--- src/rtl/cpu_bus_unit.sv ---
// cpu_bus_unit: serialises core fetch/load/store/push/pop requests onto the
// external memory bus. It owns the stack pointer, inserts wait states, honours
// mem_ready and aborts stalled accesses with an error pulse.
module cpu_bus_unit #(
  parameter int unsigned DATA_WIDTH  = 16,
  parameter int unsigned ADDR_WIDTH  = 16,
  parameter int unsigned WAIT_STATES = 0,
  parameter int unsigned TIMEOUT     = 64,
  parameter logic [ADDR_WIDTH-1:0] SP_RESET = 'h07FF
) (
  input  logic                  clk,
  input  logic                  reset,
  input  logic                  req,
  input  logic [2:0]            op,
  input  logic [ADDR_WIDTH-1:0] addr,
  input  logic [DATA_WIDTH-1:0] wdata,
  output logic                  ack,
  output logic                  done,
  output logic                  err,
  output logic [DATA_WIDTH-1:0] rdata,
  input  logic                  sp_load,
  input  logic [ADDR_WIDTH-1:0] sp_in,
  output logic [ADDR_WIDTH-1:0] sp,
  output logic [ADDR_WIDTH-1:0] address_bus,
  output logic [DATA_WIDTH-1:0] data_out,
  output logic                  data_oe,
  output logic                  r,
  output logic                  w,
  input  logic                  mem_ready,
  input  logic [DATA_WIDTH-1:0] read_bus
);

  localparam int unsigned WAIT_W = 4;
  localparam int unsigned TMO_W  = (TIMEOUT < 2) ? 1 : $clog2(TIMEOUT + 1);
  localparam bit          TMO_EN = (TIMEOUT != 0);
  localparam logic [TMO_W-1:0] TMO_LAST = TMO_W'((TIMEOUT == 0) ? 0 : TIMEOUT - 1);

  localparam logic [2:0] OP_FETCH = 3'd0;
  localparam logic [2:0] OP_LOAD  = 3'd1;
  localparam logic [2:0] OP_STORE = 3'd2;
  localparam logic [2:0] OP_PUSH  = 3'd3;
  localparam logic [2:0] OP_POP   = 3'd4;

  typedef enum logic [1:0] {
    IDLE   = 2'd0,
    ACCESS = 2'd1,
    DONE   = 2'd2
  } state_t;

  state_t            state;
  logic [WAIT_W-1:0] wait_cnt;
  logic [TMO_W-1:0]  tmo_cnt;

  // A request is taken only in IDLE, and a same-cycle stack pointer load wins.
  assign ack = req & (state == IDLE) & ~sp_load;

  // Sequencer: request capture, strobe generation, wait/timeout counting and completion.
  always_ff @(posedge clk or negedge reset) begin
    if (!reset) begin
      state       <= IDLE;
      sp          <= SP_RESET;
      address_bus <= '0;
      data_out    <= '0;
      rdata       <= '0;
      r           <= 1'b0;
      w           <= 1'b0;
      data_oe     <= 1'b0;
      done        <= 1'b0;
      err         <= 1'b0;
      wait_cnt    <= '0;
      tmo_cnt     <= '0;
    end else begin
      done <= 1'b0;
      err  <= 1'b0;
      unique case (state)
        IDLE: begin
          if (sp_load) begin
            sp <= sp_in;
          end else if (req) begin
            wait_cnt <= WAIT_W'(WAIT_STATES);
            tmo_cnt  <= '0;
            state    <= ACCESS;
            unique case (op)
              OP_FETCH, OP_LOAD: begin
                address_bus <= addr;
                r           <= 1'b1;
              end
              OP_STORE: begin
                address_bus <= addr;
                data_out    <= wdata;
                w           <= 1'b1;
                data_oe     <= 1'b1;
              end
              OP_PUSH: begin
                // Write at the current top, then move the pointer down.
                address_bus <= sp;
                sp          <= sp - ADDR_WIDTH'(1);
                data_out    <= wdata;
                w           <= 1'b1;
                data_oe     <= 1'b1;
              end
              OP_POP: begin
                // Move the pointer up, then read at the new top.
                address_bus <= sp + ADDR_WIDTH'(1);
                sp          <= sp + ADDR_WIDTH'(1);
                r           <= 1'b1;
              end
              default: begin
                // Reserved opcode: no bus cycle, report an error immediately.
                state <= DONE;
                done  <= 1'b1;
                err   <= 1'b1;
              end
            endcase
          end
        end

        ACCESS: begin
          if (wait_cnt != '0) begin
            wait_cnt <= wait_cnt - WAIT_W'(1);
          end else if (mem_ready) begin
            if (r) begin
              rdata <= read_bus;
            end
            state   <= DONE;
            done    <= 1'b1;
            r       <= 1'b0;
            w       <= 1'b0;
            data_oe <= 1'b0;
          end else if (TMO_EN) begin
            if (tmo_cnt == TMO_LAST) begin
              // Stalled too long: abort without touching rdata or sp.
              state   <= DONE;
              done    <= 1'b1;
              err     <= 1'b1;
              r       <= 1'b0;
              w       <= 1'b0;
              data_oe <= 1'b0;
            end else begin
              tmo_cnt <= tmo_cnt + TMO_W'(1);
            end
          end
        end

        DONE: begin
          state <= IDLE;
        end

        default: begin
          state <= IDLE;
        end
      endcase
    end
  end

endmodule

--- config.mk ---
export PLATFORM = sky130hd
export DESIGN_NAME = cpu_bus_unit
export DESIGN_NICKNAME = d
export VERILOG_FILES = /design/src/rtl/cpu_bus_unit.sv
export SDC_FILE = /design/constraint.sdc
export NUM_CORES = 1
export LEC_CHECK = 0
export ABC_AREA = 1
export CAP_MARGIN = 20
export CELL_PAD_IN_SITES_DETAIL_PLACEMENT = 1
export CELL_PAD_IN_SITES_GLOBAL_PLACEMENT = 2
export CORE_MARGIN = 3
export CORE_UTILIZATION = 27
export DETAILED_ROUTE_END_ITERATION = 10
export GPL_ROUTABILITY_DRIVEN = 0
export PLACE_DENSITY_LB_ADDON = 0.15
export SYNTH_ARGS = -nofsm -noshare
export SYNTH_HDL_FRONTEND = slang
export SYNTH_SLANG_ARGS = --single-unit
--- constraint.sdc ---
create_clock -name clk -period 1.9 [get_ports clk]
set_input_delay 0.285 -clock clk [delete_from_list [all_inputs] [get_ports clk]]
set_output_delay 0.285 -clock clk [all_outputs]
set_load 0.02 [all_outputs]
======== After elaboration in Yosys (flattened, before gate mapping) ========
Index checks and enable logic that the tools add are counted.
storage, ports and cells
  flip-flop bits (word level) ............. 81
  output and inout bits ................... 70
  word-level logic and storage cells ...... 96
operators by class
  $add $sub $neg .......................... 4
  equality and inequality tests ........... 15
  multiplexer cells ....................... 42
  bitwise logic cells ..................... 4
  reduce and logical (&&, ||, !) cells .... 20
operators by type and width
  kind                                                                  count
  16-bit case mux with 3 select lines                                   1
  7-bit 2-to-1 mux                                                      5
  16-bit 2-to-1 mux                                                     2
  16-bit case mux with 2 select lines                                   1
  4-bit AND reduction                                                   5
  6-bit AND reduction                                                   3
  1-bit 2-to-1 mux                                                      17
  16-bit by 1-bit adder with 16-bit output, second input constant       1
  2-bit != test, second input constant                                  8
  16-bit by 1-bit subtractor with 16-bit output, second input constant  1
  7-bit case mux with 2 select lines                                    1
  2-bit 2-to-1 mux                                                      6
  4-bit 2-to-1 mux                                                      3
  1-bit case mux with 2 select lines                                    4
  4-bit case mux with 2 select lines                                    1
  7-bit by 1-bit adder with 7-bit output, second input constant         1
  7-bit by 6-bit == test with 1-bit output, second input constant       1
  3-bit by 2-bit == test with 1-bit output, second input constant       2
  3-bit nonzero test                                                    2
  3-bit OR reduction                                                    2
  5-bit OR reduction                                                    1
  2-bit case mux with 2 select lines                                    1
  2-bit nonzero test                                                    2
  4-bit nonzero test                                                    1
  11 further kinds                                                      13

======== Logic depth before layout (Yosys ltp) ========
  depth after elaboration ................. 6
  depth in mapped cells ................... 11

======== Worst setup path after synthesis ========
OpenSTA, ideal clock, no wires.
  kind .................................... flip-flop to flip-flop
  start ................................... reg wait_cnt[0]
  end ..................................... reg rdata[0]
  library setup time ...................... 0.125 ns
  arrival time ............................ 1.615 ns
  setup slack ............................. 0.160 ns
  cell stages (with the launch flop) ...... 9
  buffers on the path ..................... 1
  period minus slack after synthesis ...... 1.740 ns
  path through ............................ dfrtp_1 -> inv_1 -> ha_1 -> nand2_1 -> nor2_2 -> nand2_4 -> nor3_4 -> buf_8 -> mux2_4
between the ends
  word-level cells in the longest chain between the ends .. 3
ends and longest elaborated chain
  item                           line  RTL
  start, declared                51    logic [WAIT_W-1:0] wait_cnt;
  start signal, assigned         80    wait_cnt <= WAIT_W'(WAIT_STATES);
  start signal, assigned         120   wait_cnt <= wait_cnt - WAIT_W'(1);
  4-bit nonzero test             119   if (wait_cnt != '0) begin
  1-bit inverter (no line)       n/a
  4-bit AND reduction (no line)  n/a
  end signal, assigned           123   rdata <= read_bus;
  end, declared                  20    output logic [DATA_WIDTH-1:0] rdata,
Every way passes these cells.
A chain may end at the register's enable or synchronous reset.

======== Worst setup path after layout ========
  start ................................... reg wait_cnt[0]
  end ..................................... reg rdata[10]
Same word-level chain as after synthesis.

==> summary.md <==
| Metric | Value |
|---|---|
| R2R Setup Slk | `approximately 0.097 ns` |
| Synth area leaders | `dfrtp_1 37%, nand2_1 14%, dfstp_2 6.1%, nand3_1 5.0%, nor2_1 4.9%` |
| Final nets | `849` |
| Setup Viol. Count Final | `0` |
| Worst-path fanout max | `16` |
| Final worst-path cycle share | `94.9%` |
| VDD IR max | `0.000646 V` |
| Pin count of the biggest net entering global routing | `38` |
| Buf+Inv Stages, Crit Path | `2` |
| Global-route wire length before repair | `27300 um` |
| Synthesized area | `4770 um^2` |
| Drt pass-1 iters | `4` |
| CTS clock-pin slew for the worst setup and hold paths | `around 0.07 ns` |
| Critical Path Stages | `8` |
| Placed wire-length estimate | `13400 um` |
| Predominant post-synthesis flop cell | `dfrtp_1` |
| Post-DP Area | `between 6000 and 7000 um^2` |
| Fin cells | `997` |
| Die ar. | `19300 um^2` |
| Final WS setup | `0.0973 ns` |
| TritonCTS Buffers | `9` |
| CTS Root Buffer Type | `clkbuf_16` |
| Row cnt | `47` |
| Post-Syn Instances | `between 600 and 700` |
| Average size of a mapped cell | `approximately 7.9 um^2` |
| Max-Cap Viols | `0` |
| Post-synthesis sequential area ratio | `42.8%` |
| Pwr per Cell Area | `1460 nW/um^2` |
| PortBufs | `141` |
| Lkg Pwr | `~3.3 nW` |
| Worst Hold Slack | `0.381 ns` |
| Crit path to | `rdata[10]` |
| Wire per inst | `17.3 um` |
| Proportion of netlist area held by the largest area contributor | `36.7%` |
| Post-layout min period | `1.80 ns` |
| Drt total wl | `17200 um` |
| Routed Antenna Nets | `0` |
| Vias in the first global route | `5011` |
| Max Slew Vio Count | `0` |
| Die Width | `~140 um` |
| Hold Vio Cnt, Final | `0` |
| Die Y | `139 um` |
| DR DRC count | `0` |
| Slew headroom | `about three quarters` |
| Clk_lat worst skew | `0.34 ns` |
| Initial Util | `28.2%` |
| Clock H-tree levels | `3` |
| I/O Pins | `around 140` |
| FF-to-FF Start | `wait_cnt[0]` |
| Commonest non-fill, non-tap cell in the layout | `nand2_1` |
| Crit end category | `flop` |
| Antenna violations before repair | `0` |
| Max Fclk | `555 MHz` |
| CP peak stage delay | `approximately 0.4 ns` |
| Num Clock Sinks | `slightly above 80` |
| CTS Buffer Depth | `2` |
| Dpl ws | `-0.0967 ns` |
| Diodes inserted | `0` |
| Critical Path Start Type | `flop` |
| GR Overflow Total | `0` |
| Total GRT Usage | `17.8%` |
| Setup Crit Path Kind | `flop to flop` |
| Worst Reg-to-Reg Cells | `8` |
| Post-synth cell types | `39` |
| Tightest Pin Transition | `about 0.37 ns` |
| Most frequent cells in the layout | `177 x nand2_1, 128 x clkdlybuf4s50_1, 68 x dfrtp_1` |
| Worst path required time | `2.13 ns` |
| Core Region | `16900 um^2` |
| CP cell instances | `inv_1 > ha_1 > nand2_1 > nor2_2 > nand2_4 > nor3_4 > buf_12 > mux2_2` |
| HP Class | `input port to asynchronous set/reset pin` |
| Number of synthesized flops with an enable pin | `0` |
| Post-synth ARST share | `100%` |
| Ratio of cells with drive above 1 in the final layout | `17.9%` |
| Final Skew | `0.00703 ns` |
| Finished layout cell area | `6970 um^2` |
| Mapped Nets | `681` |
| DP Cell Count | `976` |
| RSZ-0062 raised after global routing | `no` |
| Yosys warns | `0` |
| CP arrival | `2.03 ns` |
| #FFs+latches synth | `81` |
| Critical Path Source | `wait_cnt[0]` |
| P&R area growth vs syn | `46.1%` |
| Max stage delay cell, worst path | `dfrtp_1` |
| Vias | `4678` |
| Iteration-0 DRC Markers | `186` |
| CP top delay family | `simple AND/OR/NAND/NOR gates` |
| Yosys top cell by area | `dfrtp_1` |
| Worst reg2reg endpoint | `rdata[10]` |
| Final setup TNS | `0 ns` |
| CTS tree | `yes` |
| Routed vias/inst | `4.69` |
| Outcome | `completed` |
## cells in the mapped netlist, types with 2 or more instances
cell / count
nand2_1: 178
dfrtp_1: 70
nor2_1: 62
nand3_1: 48
inv_1: 42
o21ai_0: 42
a21oi_1: 19
o21ai_1: 15
mux2_2: 13
buf_2: 12
dfstp_2: 11
nor2_2: 11
mux2_4: 10
inv_2: 9
mux2_1: 9
clkbuf_1: 5
ha_1: 5
xor2_1: 5
buf_6: 4
nand2_4: 4
nor2_4: 4
o211ai_1: 3
o22ai_1: 3
or2_2: 3
a21o_1: 2
buf_4: 2
## flip-flops by register name, summed over array words and instances, names as in the netlist
signal and flops:
address_bus 16, data_out 16, w 1, state 2
done 1, sp 16, rdata 16, err 1
tmo_cnt 7, wait_cnt 4, r 1
## cell families after synthesis
kind of cell | after synthesis | share of synthesized area [%]
AO/OA/AOI/OAI | 88 | 10.2
multiplexers | 32 | 8.34
AND/OR/NAND/NOR | 316 | 28.9
adder cells (fa/ha/maj) | 5 | 1.31
buffers and inverters | 76 | 7.37
flip-flops | 81 | 42.8
XOR/XNOR | 6 | 1.10
## metrics by stage
step           power [W]  utilization (%)
2_1_floorplan    0.00602                -
3_3_place_gp     0.00837             39.1
3_5_place_dp     0.00853             39.1
4_1_cts           0.0103             40.7
5_1_grt           0.0109             41.2
6_report          0.0102             41.2
## worst min-delay path by stage
stage,cells past startpoint,start,endpoint
floorplan,0,reset,address_bus[0]
global placement,1,reset,address_bus[5]
detailed placement,1,reset,address_bus[5]
CTS,2,reset,address_bus[5]
global route,2,reset,address_bus[5]
finish,2,reset,address_bus[5]
## layout make-up
cell class / count / area (um^2)
Fill cell: 2032 / 9960
Multi-Input combinational cell: 447 / 2410
Tap cell: 220 / 275
Sequential cell: 81 / 2040
Clock inverter: 7 / 55.1
Clock buffer: 9 / 225
Inverter: 52 / 198
Timing Repair Buffer: 181 / 1760
## report_power, final
part           internal (W)  total (W)  switching (W)  leakage [nW]
clock              0.000900    0.00170       0.000798         0.138
sequential          0.00257    0.00331       0.000738         0.995
combinational       0.00235    0.00517        0.00281          2.17
## timing repair
action,CTS,global route
hold buffers,1,0
pin swaps,0,1
hold endpoints to repair,17,0
resized for setup,9,17
setup buffers,0,4
setup endpoints to repair,9,26
## per-layer routing
layer  up-vias  part of all wire [%]  track usage, %
met5         -                     0               0
met4         0                  0.78            4.89
met3         8                   3.1            3.21
met2        81                    51            31.4
met1      2313                    45            22.3
li1       2276                     -               -
Note: power is estimated with default switching activity, not from simulation.
